`src/rtl/reset_pulse_pkg.sv`:
```
// Shared types and helpers for the reset-request pulse generator.
package reset_pulse_pkg;

  typedef enum logic [1:0] {
    ST_IDLE    = 2'd0,
    ST_PULSE   = 2'd1,
    ST_HOLDOFF = 2'd2
  } chan_state_e;

  localparam logic [1:0] EDGE_NONE = 2'b00;
  localparam logic [1:0] EDGE_RISE = 2'b01;
  localparam logic [1:0] EDGE_FALL = 2'b10;
  localparam logic [1:0] EDGE_BOTH = 2'b11;

  localparam int MAX_PACK_W = 256;

  // Extract the w-bit field for channel ch from a packed per-channel parameter.
  function automatic logic [31:0] chan_field(input logic [MAX_PACK_W-1:0] vec,
                                             input int ch, input int w);
    logic [MAX_PACK_W-1:0] mask;
    mask = (MAX_PACK_W'(1) << w) - MAX_PACK_W'(1);
    return 32'((vec >> (ch * w)) & mask);
  endfunction

endpackage

```
`src/rtl/reset_pulse_chan.sv`:
```
// One reset-request channel: synchroniser, edge detect, pulse/holdoff FSM, sticky drop bit.
//   state      | meaning
//   ST_IDLE    | waiting for a trigger, output inactive
//   ST_PULSE   | output active, counter runs down the pulse length
//   ST_HOLDOFF | output inactive, counter runs down, triggers refused
module reset_pulse_chan
  import reset_pulse_pkg::*;
#(
  parameter int               SYNC_STAGES = 2,
  parameter int               CNT_W       = 6,
  parameter logic [CNT_W-1:0] PULSE_LEN   = 6,
  parameter logic [1:0]       EDGE_MODE   = EDGE_RISE,
  parameter logic             RETRIGGER   = 1'b0,
  parameter logic             OUT_POL     = 1'b1,
  parameter logic [CNT_W-1:0] HOLDOFF     = '0
) (
  input  logic clk,
  input  logic rst_n,
  input  logic signal_i,
  input  logic sw_trig_i,
  input  logic armed_i,
  input  logic status_clr_i,
  output logic pulse_o,
  output logic busy_o,
  output logic dropped_o
);

  // A zero pulse length behaves as a single-cycle pulse.
  localparam logic [CNT_W-1:0] LOAD_PULSE = (PULSE_LEN == '0) ? '0 : PULSE_LEN - 1'b1;
  localparam logic [CNT_W-1:0] LOAD_HOLD  = HOLDOFF - 1'b1;

  logic [SYNC_STAGES-1:0] sync_q;
  logic                   prev_q;
  logic                   sync_out;
  logic                   edge_hit;
  logic                   trig;
  chan_state_e            state_q, state_d;
  logic [CNT_W-1:0]       cnt_q, cnt_d;
  logic                   pulse_q, busy_q, dropped_q;
  logic                   drop_set;

  assign sync_out = sync_q[SYNC_STAGES-1];

  always_comb begin
    edge_hit = 1'b0;
    case (EDGE_MODE)
      EDGE_RISE: edge_hit = sync_out & ~prev_q;
      EDGE_FALL: edge_hit = ~sync_out & prev_q;
      EDGE_BOTH: edge_hit = sync_out ^ prev_q;
      default:   edge_hit = 1'b0;
    endcase
  end

  assign trig = sw_trig_i | (armed_i & edge_hit);

  always_comb begin
    state_d  = state_q;
    cnt_d    = cnt_q;
    drop_set = 1'b0;
    case (state_q)
      ST_IDLE: begin
        if (trig) begin
          state_d = ST_PULSE;
          cnt_d   = LOAD_PULSE;
        end
      end
      ST_PULSE: begin
        if (trig && RETRIGGER) begin
          cnt_d = LOAD_PULSE;
        end else begin
          drop_set = trig;
          if (cnt_q == '0) begin
            if (HOLDOFF != '0) begin
              state_d = ST_HOLDOFF;
              cnt_d   = LOAD_HOLD;
            end else begin
              state_d = ST_IDLE;
              cnt_d   = '0;
            end
          end else begin
            cnt_d = cnt_q - 1'b1;
          end
        end
      end
      ST_HOLDOFF: begin
        drop_set = trig;
        if (cnt_q == '0) begin
          state_d = ST_IDLE;
        end else begin
          cnt_d = cnt_q - 1'b1;
        end
      end
      default: begin
        state_d = ST_IDLE;
        cnt_d   = '0;
      end
    endcase
  end

  always_ff @(posedge clk or negedge rst_n) begin
    if (!rst_n) begin
      sync_q    <= '0;
      prev_q    <= 1'b0;
      state_q   <= ST_IDLE;
      cnt_q     <= '0;
      pulse_q   <= OUT_POL;
      busy_q    <= 1'b0;
      dropped_q <= 1'b0;
    end else begin
      sync_q    <= {sync_q[SYNC_STAGES-2:0], signal_i};
      prev_q    <= sync_out;
      state_q   <= state_d;
      cnt_q     <= cnt_d;
      pulse_q   <= (state_d == ST_PULSE) ^ OUT_POL;
      busy_q    <= (state_d != ST_IDLE);
      dropped_q <= drop_set | (dropped_q & ~status_clr_i);
    end
  end

  assign pulse_o   = pulse_q;
  assign busy_o    = busy_q;
  assign dropped_o = dropped_q;

endmodule

```
`src/rtl/reset_pulse_ctrl.sv`:
```
// Multi-channel reset-request pulse generator; holds the shared arm counter and
// slices the packed per-channel parameters.
module reset_pulse_ctrl
  import reset_pulse_pkg::*;
#(
  parameter int                      NUM_CH      = 3,
  parameter int                      SYNC_STAGES = 2,
  parameter int                      CNT_W       = 6,
  parameter logic [NUM_CH*CNT_W-1:0] PULSE_LEN   = {6'd32, 6'd2, 6'd6},
  parameter logic [NUM_CH*2-1:0]     EDGE_MODE   = {3{2'b01}},
  parameter logic [NUM_CH-1:0]       RETRIGGER   = 3'b000,
  parameter logic [NUM_CH-1:0]       OUT_POL     = 3'b111,
  parameter logic [CNT_W-1:0]        HOLDOFF     = '0
) (
  input  logic              clk,
  input  logic              rst_n,
  input  logic [NUM_CH-1:0] signal_in,
  input  logic [NUM_CH-1:0] sw_trig,
  input  logic              status_clr,
  output logic [NUM_CH-1:0] pulse_out,
  output logic [NUM_CH-1:0] busy,
  output logic [NUM_CH-1:0] dropped
);

  // Edge detection stays off until the synchronisers and previous-value
  // registers hold real samples, so a level already high at release is ignored.
  localparam int ARM_CYCLES = SYNC_STAGES + 1;

  logic [2:0] arm_cnt_q;
  logic       armed;

  assign armed = (arm_cnt_q == 3'(ARM_CYCLES));

  always_ff @(posedge clk or negedge rst_n) begin
    if (!rst_n) begin
      arm_cnt_q <= '0;
    end else if (!armed) begin
      arm_cnt_q <= arm_cnt_q + 3'd1;
    end
  end

  for (genvar ch = 0; ch < NUM_CH; ch++) begin : g_ch
    localparam logic [CNT_W-1:0] CH_LEN  =
      CNT_W'(chan_field(MAX_PACK_W'(PULSE_LEN), ch, CNT_W));
    localparam logic [1:0]       CH_MODE =
      2'(chan_field(MAX_PACK_W'(EDGE_MODE), ch, 2));

    reset_pulse_chan #(
      .SYNC_STAGES(SYNC_STAGES),
      .CNT_W      (CNT_W),
      .PULSE_LEN  (CH_LEN),
      .EDGE_MODE  (CH_MODE),
      .RETRIGGER  (RETRIGGER[ch]),
      .OUT_POL    (OUT_POL[ch]),
      .HOLDOFF    (HOLDOFF)
    ) u_chan (
      .clk         (clk),
      .rst_n       (rst_n),
      .signal_i    (signal_in[ch]),
      .sw_trig_i   (sw_trig[ch]),
      .armed_i     (armed),
      .status_clr_i(status_clr),
      .pulse_o     (pulse_out[ch]),
      .busy_o      (busy[ch]),
      .dropped_o   (dropped[ch])
    );
  end

endmodule

```
`config.mk`:
```
export PLATFORM = sky130hd
export DESIGN_NAME = reset_pulse_ctrl
export DESIGN_NICKNAME = d
export VERILOG_FILES = /design/src/rtl/reset_pulse_pkg.sv /design/src/rtl/reset_pulse_chan.sv /design/src/rtl/reset_pulse_ctrl.sv
export SDC_FILE = /design/constraint.sdc
export NUM_CORES = 1
export LEC_CHECK = 0
export CAP_MARGIN = 20
export CORE_MARGIN = 1
export CORE_UTILIZATION = 30
export CTS_CLUSTER_SIZE = 12
export DETAILED_ROUTE_END_ITERATION = 12
export SLEW_MARGIN = 20
export SYNTH_ARGS = -nofsm -noshare
export SYNTH_HDL_FRONTEND = slang
export SYNTH_SLANG_ARGS = --single-unit
```
`constraint.sdc`:
```
create_clock -name clk -period 5.2 [get_ports clk]
set_input_delay 1.04 -clock clk [delete_from_list [all_inputs] [get_ports clk]]
set_output_delay 1.04 -clock clk [all_outputs]
set_load 0.03 [all_outputs]
```
* Word level (Yosys, flattened, before mapping) *
Index checks and enable logic that the tools add are counted.

storage, ports and cells
  bits of input ports = 9
  output and inout port bits = 9
  logic and storage cells = 103
  register bits after elaboration = 45

operators by class
  equal/unequal tests = 16
  mux-type cells = 24
  reduce and logical (&&, ||, !) cells = 15
  bitwise gates (word level) = 22
  add/sub/neg operators = 4

operators by type and width
  cell                   count
  $mux W6                9
  $pmux W6 S3            3
  $logic_not A6 Y1       3
  $sub A6 B1 Y6 const B  3
  $eq A2 B1 Y1 const B   6
  $mux W2                6
  $pmux W2 S2            3
  $and A1 B1 Y1          9
  $not A1 Y1             7
  $eq A2 B2 Y1 const B   3
  $logic_not A2 Y1       3
  $ne A2 B1 Y1 const B   3
  $ne A2 B2 Y1 const B   3
  $or A1 B1 Y1           6
  $reduce_and A2 Y1      3
  $reduce_bool A2 Y1     3
  $reduce_or A2 Y1       3
  $add A3 B1 Y3 const B  1
  $eq A3 B2 Y1 const B   1
  $mux W1                3

* Logic depth before layout (Yosys ltp) *
Gate-level depths: netlist (run 1).

  depth after elaboration = 8
  depth in mapped cells = 7

* Hierarchy *
From an unflattened synthesis (run 1), not the netlist that was laid out.

unflattened totals
  cell total of the unflattened synthesis = 256
  area, all modules = 2513.7 um2

by module, submodules not included
  module                              instances  seq. area each (um2)  area each (um2)  cells each
  reset_pulse_chan at g_ch[2].u_chan  1          351.6                 809.5            88
  reset_pulse_chan at g_ch[1].u_chan  1          351.6                 793.3            80
  reset_pulse_chan at g_ch[0].u_chan  1          351.6                 760.7            78
  reset_pulse_ctrl                    1          75.1                  150.1            10

* Worst setup path after synthesis (run 1) *
No wires, ideal clock.

  kind = input -> register
  from = input port sw_trig[0]
  to = register g_ch[0].u_chan.cnt_q[3]
  stages on the path = 5
  setup time = 0.087 ns
  data arrival time = 1.976 ns
  slack = 3.137 ns
  path buffers = 1
  required time = 5.113 ns
  cells stage by stage = nor2b_1 > and2_0 > clkbuf_1 > or4_1 > a22oi_1

on the way
  cells in the longest elaborated chain, start to end = 3

RTL lines
  what                                RTL line                 RTL
  from (decl)                         reset_pulse_ctrl.sv:18   input logic [NUM_CH-1:0] sw_trig,
  $or A1 B1 Y1                        reset_pulse_chan.sv:54   assign trig = sw_trig_i | (armed_i & edge_hit);
  $ne A2 B1 Y1 (no source line)       n/a
  $reduce_and A2 Y1 (no source line)  n/a
  to (signal assigned)                reset_pulse_chan.sv:113  cnt_q <= cnt_d;
  to (decl)                           reset_pulse_chan.sv:38   logic [CNT_W-1:0] cnt_q, cnt_d;

No other way between the ends.
A chain may end at the register's enable or synchronous reset.

* Worst setup path after layout (run 1) *
  from = register g_ch[2].u_chan.pulse_q
  to = output port pulse_out[2]

RTL lines
  what                    RTL line                 RTL
  from (decl)             reset_pulse_chan.sv:39   logic pulse_q, busy_q, dropped_q;
  from (signal assigned)  reset_pulse_chan.sv:114  pulse_q <= (state_d == ST_PULSE) ^ OUT_POL;
  to (decl)               reset_pulse_ctrl.sv:20   output logic [NUM_CH-1:0] pulse_out,

No word-level cell between the ends.

==> results of run 1 <==
worst max path at each step:
| stage | startpoint | end | slack [ps] | cells past startpoint |
|---|---|---|---|---|
| floorplan | sw_trig[0] | g_ch[0].u_chan.cnt_q[3] | 3140 | 5 |
| global placement | sw_trig[0] | g_ch[0].u_chan.cnt_q[3] | 2660 | 5 |
| detailed placement | sw_trig[1] | g_ch[1].u_chan.cnt_q[3] | 2600 | 5 |
| CTS | g_ch[0].u_chan.pulse_o | pulse_out[0] | 2660 | 1 |
| global route | g_ch[0].u_chan.pulse_o | pulse_out[0] | 2630 | 1 |
| finish | g_ch[2].u_chan.pulse_o | pulse_out[2] | 2680 | 1 |
state kept, by name, indices dropped and copies added, names as in the netlist:
name	flops
g_ch.u_chan.prev_q	3
g_ch.u_chan.state_q	6
g_ch.u_chan.cnt_q	18
g_ch.u_chan.pulse_o	3
arm_cnt_q	3
g_ch.u_chan.sync_q	6
g_ch.u_chan.busy_o	3
g_ch.u_chan.dropped_o	3
routing by layer:
layer / vias up / GRT usage [%] / share of wire [%]
li1: 922 / - / -
met1: 884 / 15.6 / 49
met2: 20 / 19.0 / 47
met3: 7 / 2.27 / 2.3
met4: 0 / 5.64 / 1.7
met5: - / 0 / 0
per-stage QoR:
stage	cell area [um^2]	hold WS (ps)	utilization [%]	power [mW]	setup WS [ps]
after floorplan	2540	331	-	1.16	3140
after global placement	2720	335	33.1	1.29	2660
after detailed placement	2720	335	33.1	1.30	2600
after CTS	2810	353	34.2	1.52	2660
after global routing	2810	365	34.2	1.65	2630
final	2810	352	34.2	1.51	2680
power by group:
part | total, mW | internal, mW | leakage (nW) | switching (mW)
logic | 0.729 | 0.314 | 0.642 | 0.416
registers | 0.564 | 0.471 | 0.536 | 0.0936
clock network | 0.214 | 0.0952 | 0.0385 | 0.119
total | 1.51 | 0.880 | 1.22 | 0.628
layout make-up:
cell class                      instances  area, um^2
Fill cell                             849        5410
Tap cell                              105         131
Sequential cell                        45        1130
Clock inverter                          1        7.51
Clock buffer                            7        76.3
Timing Repair Buffer                   17         168
Inverter                               28         105
Multi-Input combinational cell        165        1190
cell usage in the layout (no fill, tap or decap), types with 4 or more instances in the layout:
master,instances
clkdlybuf4s50_1,16
o22ai_1,7
or4_1,5
nor2_1,11
ha_1,19
inv_1,28
dfrtp_1,42
o21ai_0,17
nand2b_1,6
or3_1,4
a31oi_1,4
nor3_1,5
a22oi_1,5
a21o_1,6
a21oi_1,15
o31ai_1,5
nand2_1,7
clkbuf_8,5
logic make-up (layout without fill, tap and decap cells):
logic type	count (synthesis)	in the layout	share of synthesized area, %
compound gates	85	85	23.0
simple gates	57	57	13.0
flops	45	45	44.5
buf+inv	45	53	8.62
fa+ha+maj	19	19	9.36
xor+xnor	2	2	0.690
mux	2	2	0.837
==> flow_metrics.py, run 1 <==
metrics = {
    "grt": {
        "grt_max_degree": 46,
        "groute.usage.overall_pct": 12.0,
        "global_route_wire_length_before_repair_mm": 8.22,
        "grt_antenna_before_repair": 0,
        "vias_in_the_first_global_route": 1769,
        "overflow": 0,
    },
    "placed_design": {
        "portBuffers": 17,
        "dpl.cell_count": 360,
        "detailedPlacementHpwl_mm": 3.46,
        "gpl.final_weighted_congestion": 0.832,
    },
    "routing": {
        "detailedRoute.firstPassIterationCount": 4,
        "detail_route.iter0.violations": 84,
        "via_per_inst": 4.98,
        "remaining_drc_errors": 0,
        "num_vias": 1833,
        "postRouteWirelength_mm": 4.76,
        "route.detailed.wl_per_inst_um": 12.9,
        "detail-route-antenna-nets": 0,
    },
    "setup_path": {
        "worstPathBufferInverterCount": 1,
        "required_ps": 4160,
        "max_stage_delay_ps": 650,
        "timing.critical_path.max_delay_family": "buffers and inverters",
        "worstPathMaxFanout": 1,
        "timing.critical_path.from_type": "register",
        "slowest_library_cell_on_the_worst_path": "clkdlybuf4s50_1",
        "critical_path.endpoint_type": "output pin",
        "reg2reg_setup_slack_ps": 3160,
        "cp.arrival_ps": 1480,
        "reg2reg_depth": 6,
        "path_class": "reg2out",
        "reg2reg_from": "arm_cnt_q[0]",
        "r2r-end": "g_ch[0].u_chan.cnt_q[3]",
        "critical_path.cell_chain": "clkdlybuf4s50_1",
    },
    "synthesis": {
        "most_numerous_cell_in_the_yosys_netlist": "dfrtp_1",
        "synth.largest_area_cell": "dfrtp_1",
        "synth_top_area_share_pct": 41.4,
        "ys_types": 58,
        "dominantRegCellSynth": "dfrtp_1",
        "async_s_r_ff_share_synth_pct": 100,
        "syn_nets": 283,
        "synth.top_cells.by_area": "dfrtp_1 (41%), ha_1 (9.4%), inv_1 (4.1%)",
        "synth.top_cells.by_count": "dfrtp_1 (42), inv_1 (28), ha_1 (19)",
        "ys_seq_area_share_pct": 44.5,
        "post_synth_inst_count": 255,
        "combined_area_of_all_synthesized_cells_mm2": 0.00254,
        "postSynthAreaPerCell_um2": 9.96,
        "synth_enable_flop_cells": 0,
        "ys_ff_latch": 45,
        "synthesis.yosys.warnings": 0,
    },
    "clocking": {
        "cts_max_path_buffers": 2,
        "root_buffer": "clkbuf_8",
        "cts_num_sinks": 45,
        "post_cts.repair.setup_buffers": 0,
        "clkLatencyLatePin_ps": 300,
        "tritoncts.num_buffers": 5,
        "cts.htree.levels": 2,
        "tritoncts": "done",
        "cts_resized": 0,
        "clk_pin_slew_ps": 80,
        "ctsHoldBuffers": 0,
    },
    "power": {
        "power_leakage_nw": 1.22,
        "irDropWorstVdd_v": 0.000187,
        "power_density_of_the_placed_cells_mw_per_mm2": 537,
    },
    "floorplan": {
        "die_x_um": 94.0,
        "start_util_pct": 30.9,
        "die_height_um": 94.0,
        "core_mm2": 0.00822,
        "pin_count": 18,
        "die_area_mm2": 0.00884,
        "core.rowCount": 33,
    },
    "sta": {
        "finalMaxSlewViolations": 0,
        "timing.clock.skew_ps": 5.74,
        "final-setup-viol-count": 0,
        "worstMarginPinSlew_ps": 565,
        "fin_crit_ps": 2520,
        "worst_case_headroom_to_the_max_slew_limit_pct": 62.4,
        "timing_hold_violations_final": 0,
        "totalNegativeSetupSlack_ps": 0,
        "rsz0062_at_grt": "false",
        "final_min_period_over_clock_period_pct": 48.4,
        "max_clock_freq_mhz": 397,
    },
    "min_path": {
        "hold_end": "g_ch[0].u_chan.sync_q[1]",
        "worstHoldPathCells": 0,
        "hold_start": "g_ch[0].u_chan.sync_q[0]",
        "min-delay-path-class": "reg2reg",
    },
    "layout": {
        "area_delta_synth_final_pct": 10.6,
        "n_antenna_cell": 0,
        "post_layout_nonfiller_instances": 368,
        "layout-drive-gt1-share_pct": 7.22,
        "final_net_count": 290,
    },
    "run_status": {
        "status": "finished clean",
    },
    "run": {
        "drv.max_cap_violation_count": 0,
    },
}
No activity file was read; power rests on OpenSTA's default activity.
==> run 2: changes to the inputs <==
Clock period 5.2 ns to 2.25 ns, I/O delays scaled along.
==> run 2 against run 1 <==
Against the previous run: via count increased by 0.82%; critical path depth increased by 5; sequential power increased by 130%.
==> flow_metrics.py, run 2 (same netlist as run 1, synthesis figures left out) <==
metrics = {
    "clocking": {
        "ctsHoldBuffers": 0,
        "post_cts.repair.setup_buffers": 0,
        "tritoncts": "done",
        "tritoncts.num_buffers": 5,
        "cts_num_sinks": 45,
        "cts_resized": 0,
        "clk_pin_slew_ps": 90,
        "root_buffer": "clkbuf_8",
        "cts_max_path_buffers": 2,
        "cts.htree.levels": 2,
        "clkLatencyLatePin_ps": 300,
    },
    "layout": {
        "layout.cells.most_common_list": "dfrtp_1 (42), inv_1 (28), ha_1 (19), o21ai_0 (17), clkdlybuf4s50_1 (16)",
        "layout_commonest_cell": "dfrtp_1",
        "reg.largest.list": "g_ch.u_chan.cnt_q x18, g_ch.u_chan.state_q x6, g_ch.u_chan.sync_q x6",
        "final_net_count": 292,
        "top_register": "g_ch.u_chan.cnt_q",
        "area_delta_synth_final_pct": 12.4,
        "largest_register_ffs": 18,
        "layout-drive-gt1-share_pct": 8.30,
        "n_antenna_cell": 0,
    },
    "floorplan": {
        "core_mm2": 0.00822,
        "start_util_pct": 30.9,
        "pin_count": 18,
        "die_x_um": 94.0,
        "die_height_um": 94.0,
        "core.rowCount": 33,
        "die_area_mm2": 0.00884,
    },
    "routing": {
        "remaining_drc_errors": 0,
        "wl_met3_um": 137,
        "num_vias": 1848,
        "detailedRoute.firstPassIterationCount": 4,
        "detail-route-antenna-nets": 0,
        "wl_met2_mm": 2.21,
        "via_per_inst": 4.99,
        "wirelength_met1_mm": 2.44,
        "highest_layer": "met4",
        "detail_route.iter0.violations": 89,
        "postRouteWirelength_mm": 4.86,
        "route.detailed.wl_per_inst_um": 13.1,
    },
    "setup_path": {
        "crit_path_frequent_cell": "ha_1",
        "slowest_library_cell_on_the_worst_path": "dfrtp_1",
        "critical_path.cell_chain": "ha_1, ha_1, and3b_2, or2_0, a31oi_1, o2bb2a_1",
        "max_stage_delay_ps": 380,
        "cp.arrival_ps": 2180,
        "critical_path.endpoint_type": "register",
        "timing.critical_path.max_delay_family": "simple AND/OR/NAND/NOR gates",
        "path_class": "reg2reg",
        "timing.critical_path.from_type": "register",
        "worstPathBufferInverterCount": 0,
        "required_ps": 2430,
        "worstPathMaxFanout": 7,
    },
    "power": {
        "report.power.total_mw": 3.65,
        "pwr-share-seq_pct": 35.8,
        "power_report.internal_total_mw": 2.19,
        "power.share.clock_pct": 17.4,
        "power_density_of_the_placed_cells_mw_per_mm2": 1280,
        "netSwitchingFraction_pct": 40.1,
        "power_leakage_nw": 1.25,
        "p_switching_mw": 1.46,
        "irDropWorstVdd_v": 0.000576,
        "p_comb_share_pct": 46.8,
    },
    "grt": {
        "grt_max_degree": 46,
        "vias_in_the_first_global_route": 1834,
        "grt_antenna_before_repair": 0,
        "groute.usage.overall_pct": 11.9,
        "overflow": 0,
        "global_route_wire_length_before_repair_mm": 8.28,
    },
    "sta": {
        "rsz0062_at_grt": "false",
        "worstMarginPinSlew_ps": 567,
        "timing.clock.skew_ps": 13.3,
        "worst_case_headroom_to_the_max_slew_limit_pct": 62.2,
        "totalNegativeSetupSlack_ps": 0,
        "fin_crit_ps": 2010,
        "final_min_period_over_clock_period_pct": 89.2,
        "final-setup-viol-count": 0,
        "finalMaxSlewViolations": 0,
        "timing_hold_violations_final": 0,
        "max_clock_freq_mhz": 498,
    },
    "min_path": {
        "min-delay-path-class": "in2async",
    },
    "placed_design": {
        "gpl.final_weighted_congestion": 0.819,
        "portBuffers": 17,
        "detailedPlacementHpwl_mm": 3.45,
    },
    "run_status": {
        "status": "finished clean",
    },
    "run": {
        "drv.max_cap_violation_count": 0,
    },
}
[run 2: power by group through the flow]
stage	Clock, mW	Sequential [mW]	Combinational [mW]
6_report	0.634	1.30	1.71
5_1_grt	0.689	1.35	1.93
4_1_cts	0.657	1.30	1.72
3_5_place_dp	0	1.32	1.71
3_3_place_gp	0	1.31	1.69
2_1_floorplan	0	1.26	1.42
[run 2: per-layer routing]
metal,vias up,global-route usage (%)
li1,932,-
met1,875,16.2
met3,7,2.59
met5,-,0
met4,0,4.36
met2,34,18.4
[run 2: area by class of cell]
class,instances,area (um^2)
inverters,28,105
flip-flops and latches,45,1130
fillers,816,5360
well taps,105,131
clock inverters,1,30.0
repair buffers,19,180
multi-input cells,165,1190
clock buffers,7,86.3
[run 2: metrics by stage]
step	cell area (um^2)	setup slack, ps	hold WS [ps]	instances	utilization, %
after CTS	2850	222	250	370	34.7
after floorplan	2540	400	154	255	-
final	2850	242	223	370	34.7
after global routing	2850	56.9	258	370	34.7
after global placement	2740	282	335	362	33.3
after detailed placement	2740	215	335	362	33.3
[run 2: path summary, 6_finish.rpt]
path / endpoint / depth (start not counted) / slack [ps] / startpoint
max: g_ch[1].u_chan.cnt_q[4] / 6 / 240 / arm_cnt_q[0]
min: g_ch[1].u_chan.state_q[0] / 2 / 220 / rst_n
max reg2reg: g_ch[1].u_chan.cnt_q[4] / 6 / 240 / arm_cnt_q[0]
min reg2reg: g_ch[1].u_chan.sync_q[1] / 0 / 350 / g_ch[1].u_chan.sync_q[0]
max in group asynchronous: arm_cnt_q[0] / 2 / 1630 / rst_n
min in group clk: g_ch[1].u_chan.sync_q[1] / 0 / 350 / g_ch[1].u_chan.sync_q[0]
[run 2: worst register-to-register path: cells and delay by family, from the launching register on]
family / cells / cell delay [ps]
flops: 1 / 380
simple gates: 2 / 640
compound gates: 2 / 420
fa+ha+maj: 2 / 460
